`config.mk`:
```
export PLATFORM = sky130hd
export DESIGN_NAME = wca_mod_counter
export DESIGN_NICKNAME = d
export VERILOG_FILES = /design/src/rtl/wca_mod_counter.sv
export SDC_FILE = /design/constraint.sdc
export NUM_CORES = 1
export LEC_CHECK = 0
export CAP_MARGIN = 25
export CORE_ASPECT_RATIO = 1.4
export CORE_MARGIN = 1.5
export CORE_UTILIZATION = 53
export CTS_CLUSTER_DIAMETER = 100
export DETAILED_ROUTE_END_ITERATION = 16
export GPL_TIMING_DRIVEN = 0
export PLACE_DENSITY_LB_ADDON = 0.05
export SYNTH_ARGS = -nofsm -noshare
export SYNTH_HDL_FRONTEND = slang
export SYNTH_SLANG_ARGS = --single-unit
export TNS_END_PERCENT = 20
```
`constraint.sdc`:
```
create_clock -name clock -period 3.3 [get_ports clock]
set_clock_uncertainty 0.05 [all_clocks]
set_input_delay 0.66 -clock clock [delete_from_list [all_inputs] [get_ports clock]]
set_output_delay 0.66 -clock clock [all_outputs]
set_load 0.05 [all_outputs]
```
`src/rtl/wca_mod_counter.sv`:
```
// Modulo up/down counter with a programmable terminal value, wrap/saturate/one-shot
// modes, clock enable, start/stop control and a registered terminal-count strobe.
module wca_mod_counter #(
   parameter int WIDTH = 25
) (
   input  logic             clock,
   input  logic             reset,
   input  logic             ce,
   input  logic             start,
   input  logic             stop,
   input  logic             bUp,
   input  logic [1:0]       mode,
   input  logic             load,
   input  logic [WIDTH-1:0] data,
   input  logic [WIDTH-1:0] limit,
   output logic [WIDTH-1:0] count,
   output logic             tc,
   output logic             running,
   output logic             done
);

   typedef enum logic [1:0] {
      IDLE = 2'd0,
      RUN  = 2'd1,
      DONE = 2'd2
   } state_t;

   localparam logic [1:0] MODE_SAT     = 2'd1;
   localparam logic [1:0] MODE_ONESHOT = 2'd2;

   state_t           state_q, state_d;
   logic [WIDTH-1:0] count_q, count_d;
   logic             tc_q, tc_d;
   logic             terminal;

   always_ff @(posedge clock or posedge reset) begin
      if (reset) begin
         state_q <= IDLE;
         count_q <= '0;
         tc_q    <= 1'b0;
      end else begin
         state_q <= state_d;
         count_q <= count_d;
         tc_q    <= tc_d;
      end
   end

   // Up uses >= so a limit lowered below the current count terminates on the next step.
   assign terminal = bUp ? (count_q >= limit) : (count_q == '0);

   always_comb begin
      state_d = state_q;
      count_d = count_q;
      tc_d    = 1'b0;
      if (load) begin
         count_d = (data > limit) ? limit : data;
         if (state_q == DONE) state_d = IDLE;
      end else if (stop && (state_q == RUN)) begin
         state_d = IDLE;
      end else if (start && (state_q != RUN)) begin
         state_d = RUN;
         if (state_q == DONE) count_d = bUp ? '0 : limit;
      end else if ((state_q == RUN) && ce) begin
         if (terminal) begin
            tc_d = 1'b1;
            case (mode)
               MODE_SAT:     count_d = bUp ? limit : '0;
               MODE_ONESHOT: state_d = DONE;
               default:      count_d = bUp ? '0 : limit;
            endcase
         end else begin
            count_d = bUp ? (count_q + WIDTH'(1)) : (count_q - WIDTH'(1));
         end
      end
   end

   assign count   = count_q;
   assign tc      = tc_q;
   assign running = (state_q == RUN);
   assign done    = (state_q == DONE);

endmodule

```
-- Word-level counts from Yosys, hierarchy flattened
Cells that the tools add are included.
- flip-flop bits (word level): 28
- bits of input ports: 59
- output and inout bits: 28
- word-level logic and storage cells: 50
- $add $sub $neg: 2
- magnitude comparators: 2
- equality and inequality tests: 9
- mux-type cells: 24
- reduce and logical (&&, ||, !) cells: 10
- operators with widths (operator ; count):
    $mux W25 ; 10
    $pmux W25 S2 ; 1
    $add A25 B1 Y25 const B ; 1
    $ge A25 B25 Y1 ; 1
    $gt A25 B25 Y1 ; 1
    $logic_not A25 Y1 ; 1
    $sub A25 B1 Y25 const B ; 1
    $mux W2 ; 7
    $reduce_bool A4 Y1 ; 3
    $reduce_and A4 Y1 ; 2
    $mux W1 ; 6
    $eq A2 B1 Y1 const B ; 2
    $eq A2 B2 Y1 const B ; 2
    $ne A2 B1 Y1 const B ; 2
    $ne A4 B4 Y1 const B ; 1
    $logic_and A1 B1 Y1 ; 3
    $ne A3 B3 Y1 const B ; 1
    $reduce_bool A3 Y1 ; 1
    $ne A2 B2 Y1 const B ; 1

-- Logic depth before layout (Yosys ltp)
- word-level depth: 7
- gate-level depth with buffers: 13
- mapped depth without buffers: 11

-- Worst setup path before layout
OpenSTA, ideal clock, no wires.
- kind: input -> register
- from: input bUp
- to: register count_q[19] (netlist: count[19])
- library setup time: 0.133 ns
- data arrival time: 3.269 ns
- path slack: -0.153 ns
- stages on the path: 11
- cells stage by stage: inv_1 > ha_1 > a211oi_1 > nor2_1 > o31ai_1 > o31a_1 > o21ai_0 > o41ai_1 > xnor2_1 > a221oi_1 > o21ai_0
- cells in the longest elaborated chain, start to end: 7
- RTL lines (what ; line ; source):
    start, declared ; 11 ; input logic bUp,
    $mux W25, on equally long branches ; 62, 69, 67 ;
    $pmux W25 S2 ; 66 ; case (mode)
    $mux W25 ; 64 ; if (terminal) begin
    $mux W25 ; 63 ; end else if ((state_q == RUN) && ce) begin
    $mux W25 ; 60 ; end else if (start && (state_q != RUN)) begin
    $mux W25 ; 58 ; end else if (stop && (state_q == RUN)) begin
    $mux W25 ; 55 ; if (load) begin
    end signal, assigned ; 43 ; count_q <= count_d;
    end, declared ; 32 ; logic [WIDTH-1:0] count_q, count_d;
Several ways; a longest one is shown, not always the timed one. The select of a mux whose other input is x is not followed.
A chain may end at the register's enable or synchronous reset.

-- Final worst setup path
- from: input data[20]
- to: register count_q[21] (netlist: count[21])
- cells in the longest elaborated chain, start to end: 3
- RTL lines (what ; line ; source):
    start, declared ; 14 ; input logic [WIDTH-1:0] data,
    $gt A25 B25 Y1 ; 56 ; count_d = (data > limit) ? limit : data;
    $mux W25 ; 56 ;
    $mux W25 ; 55 ;
Every way passes these cells.

==> out/summary.txt <==
setup violation total in the final timing report - 3
Min Clock Period, post-route - 3.405 ns
Cells after Synth - 550
clock root cell - clkbuf_8
first-pass detailed-route iteration total - 6
Worst path most repeated cell - and2_4
Total Routed Length - 16.86 mm
DRC viols - 0
crit start category - input pin
RePlAce Congestion - 0.9706
relative slew slack - 30.37%
final core area utilization - 77.28%
detailed placer's ending HPWL - 12.17 mm
Final period util - 103.2%
area of the multi-input gates - 0.003821 mm^2
max-slew violation count - 0
vias in the first global route - 5,027
Avg Cell Area, Syn - 7.705 um^2
Cell Count, Final, Fillers Out - 759
post-synth cell types - 64
max-cap viol count - 0
DR iter-0 viols - 480
diode count - 0
clock sinks - 28
layout cell share with drive strength beyond 1 - 21.09%
Sequential Area - 701.9 um^2
initial antenna violation count - 0
setup_tns - -0.1663 ns
Pwr Density - 602.6 mW/mm^2
Post-DRT Antenna Nets - 0
sequential fraction of the synthesis area - 16.53%
max frequency - 293.7 MHz
Setup WS post-layout - -0.1050 ns
number of flops mapped to enable cells by yosys - 0
post-synthesis register bit count - 28
vias per std cell - 6.851
min-delay worst type - register to register
status - complete, but fails checks
ys flop type - dfrtp_1
nets - 793
initial core utilization - 54.68%
WS Path Type - input pin to register
ranking of synthesized cells by area - ha_1 22%, dfrtp_1 17%, o21ai_0 7.1%, nand2_1 4.6%, a21oi_1 4.4%
Skew-Pair Late Insertion Delay - 0.30 ns
die area - 0.008549 mm^2
Die W - 78.58 um
Layout Area Growth over Synthesis - 41.33%
CTS tree - done
CP required - 3.44 ns
Slowest Stage Delay on Critical Path - 0.47 ns
largest net degree at the start of global routing - 17
synth warn - 0
H-tree depth - 1
CP max stage cell - clkdlybuf4s50_1
RSZ-0062 raised after global routing - yes
clock buffer depth - 2
fillcell total - 574
io pins - 87
Buffers on Ports - 86
top cell type's share of synthesized area - 21.55%
total CTS buffers - 3
Die H - 108.8 um
Worst VDD drop - 433.3 uV
cell chain of the critical path - clkdlybuf4s50_1 > ha_1 > o21ai_0 > o21a_1 > o31ai_2 > and2_4 > a31oi_4 > buf_4 > and2_4 > a221o_1 > o32a_1
Buf+Inv Stages, Crit Path - 2
post-synthesis net count - 683
post-synthesis async set-or-reset flop share - 100.0%
Tot GR Track Use - 37.60%
global route total overflow - 0
CP arrival - 3.54 ns
Overall Power - 3.609 mW
cell taking the most area after synthesis - ha_1
clk slew on worst S/H paths - 0.11 ns
global-route wire length before repair - 24.87 mm
slew at the pin closest to its max-slew limit - 1.037 ns
Pleak - 2.644 nW
Worst Setup End Kind - register
delay-heaviest family, CP - compound AO/OA/AOI/OAI gates
FP Rows - 38
Critical Path Fanout Max - 8
routed vias - 5,200
DP Cell Count - 737
violated checks - negative setup slack
Final Hold Viols - 0
hold_buf cts - 0
synthesized area - 0.004238 mm^2
core footprint - 0.007750 mm^2
wire per inst - 22.21 um
-- metrics by stage --
step,worst slack [ns],instance area [um^2],hold WS (ns)
after global routing,-0.1287,5989,0.6135
after floorplan,-0.01470,4279,0.5230
after global placement,-1.631,5265,0.5199
after detailed placement,-1.714,5293,0.5288
after CTS,-0.006723,5727,0.5543
final,-0.1050,5989,0.5706
-- Yosys cell counts (all sizes together), types with 2 or more instances --
cell type  number
ha             73
o21ai          61
nand2          52
inv            44
a21oi          37
nor2           30
dfrtp          28
nand3          25
a21o           17
a222oi         13
a211oi         12
clkbuf         11
nor3           10
a31oi           9
buf             8
o211ai          8
xnor2           8
a221oi          7
nand4           7
nor2b           7
xor2            7
and3            6
nor4            6
nand2b          5
o21a            5
mux2            4
mux2i           4
and2            3
and4            3
o21bai          3
o31a            3
o31ai           3
a221o           2
a31o            2
nand4b          2
o221ai          2
o41ai           2
-- path summary, 6_finish.rpt --
path | startpoint | to | slack (ns) | cells past startpoint
worst max-delay path | data[20] | count[21]$_DFFE_PP0P_ | -0.10 | 11
worst min-delay path | count[11]$_DFFE_PP0P_ | count[11]$_DFFE_PP0P_ | 0.57 | 2
worst max register to register | count[2]$_DFFE_PP0P_ | count[21]$_DFFE_PP0P_ | 0.14 | 10
worst min register to register | count[11]$_DFFE_PP0P_ | count[11]$_DFFE_PP0P_ | 0.57 | 2
max in group asynchronous | reset | count[14]$_DFFE_PP0P_ | 1.90 | 3
min in group asynchronous | reset | count[19]$_DFFE_PP0P_ | 0.74 | 2
-- report_power, final --
group          internal [mW]  switching (mW)  leakage [nW]  total [mW]
registers              0.447           0.238         0.347       0.686
logic                   1.08            1.54          2.26        2.62
clock network          0.163           0.139        0.0357       0.303
-- layout make-up --
cell class	instances	share of cell area, %
flip-flops and latches	28	11.72
plain buffers	17	1.880
well taps	100	2.089
clock inverters	1	0.5014
repair buffers	106	16.38
repair inverters	1	0.1253
multi-input cells	459	63.80
clock buffers	3	0.6894
inverters	44	2.820
-- layer usage --
metal	global-route usage, %	wire length (um)	vias to the layer above
li1	-	-	2319
met1	41.97	6080	2420
met2	66.56	8102	345
met3	4.435	1262	116
met4	25.00	1416	0
met5	0	0	-
-- layout by cell type (no fill, tap or decap), types with 13 or more instances in the layout --
cell type | netlist | routed
inv_2 | 0 | 17
nand2_1 | 52 | 50
buf_4 | 0 | 21
dfrtp_1 | 28 | 27
o21ai_0 | 60 | 54
a222oi_1 | 13 | 13
nand3_1 | 25 | 22
ha_1 | 73 | 45
inv_1 | 44 | 26
dlygate4sd2_1 | 0 | 22
ha_4 | 0 | 26
a21oi_1 | 37 | 33
nor2_1 | 29 | 26
clkdlybuf4s50_1 | 0 | 44
a21o_1 | 17 | 16
-- state kept, by name, summed over array words and instances, names as in the netlist --
register,flops
count,25
state_q,2
tc,1
-- cells by family after synthesis --
logic type      after synthesis  synth area share (%)
fa+ha+maj                    74                 22.03
xor+xnor                     15                 3.100
simple gates                162                 18.54
buf+inv                      63                 6.082
mux                           8                 2.008
compound gates              200                 31.71
flops                        28                 16.53
-- worst min-delay path, stage by stage, from the launching register on --
cell and delay, ns:
dfrtp_1 0.46, nand2_1 0.06, o21ai_0 0.07
-- timing repair --
action | 4_1_cts | 5_1_grt
hold endpoints to repair | 0 | 0
endpoints found under the setup margin | 27 | 27
gates cloned | 1 | 0
buffers inserted | 15 | 4
pin swaps | 27 | 25
gates resized for setup | 108 | 76
(Power assumes the default switching activity.)
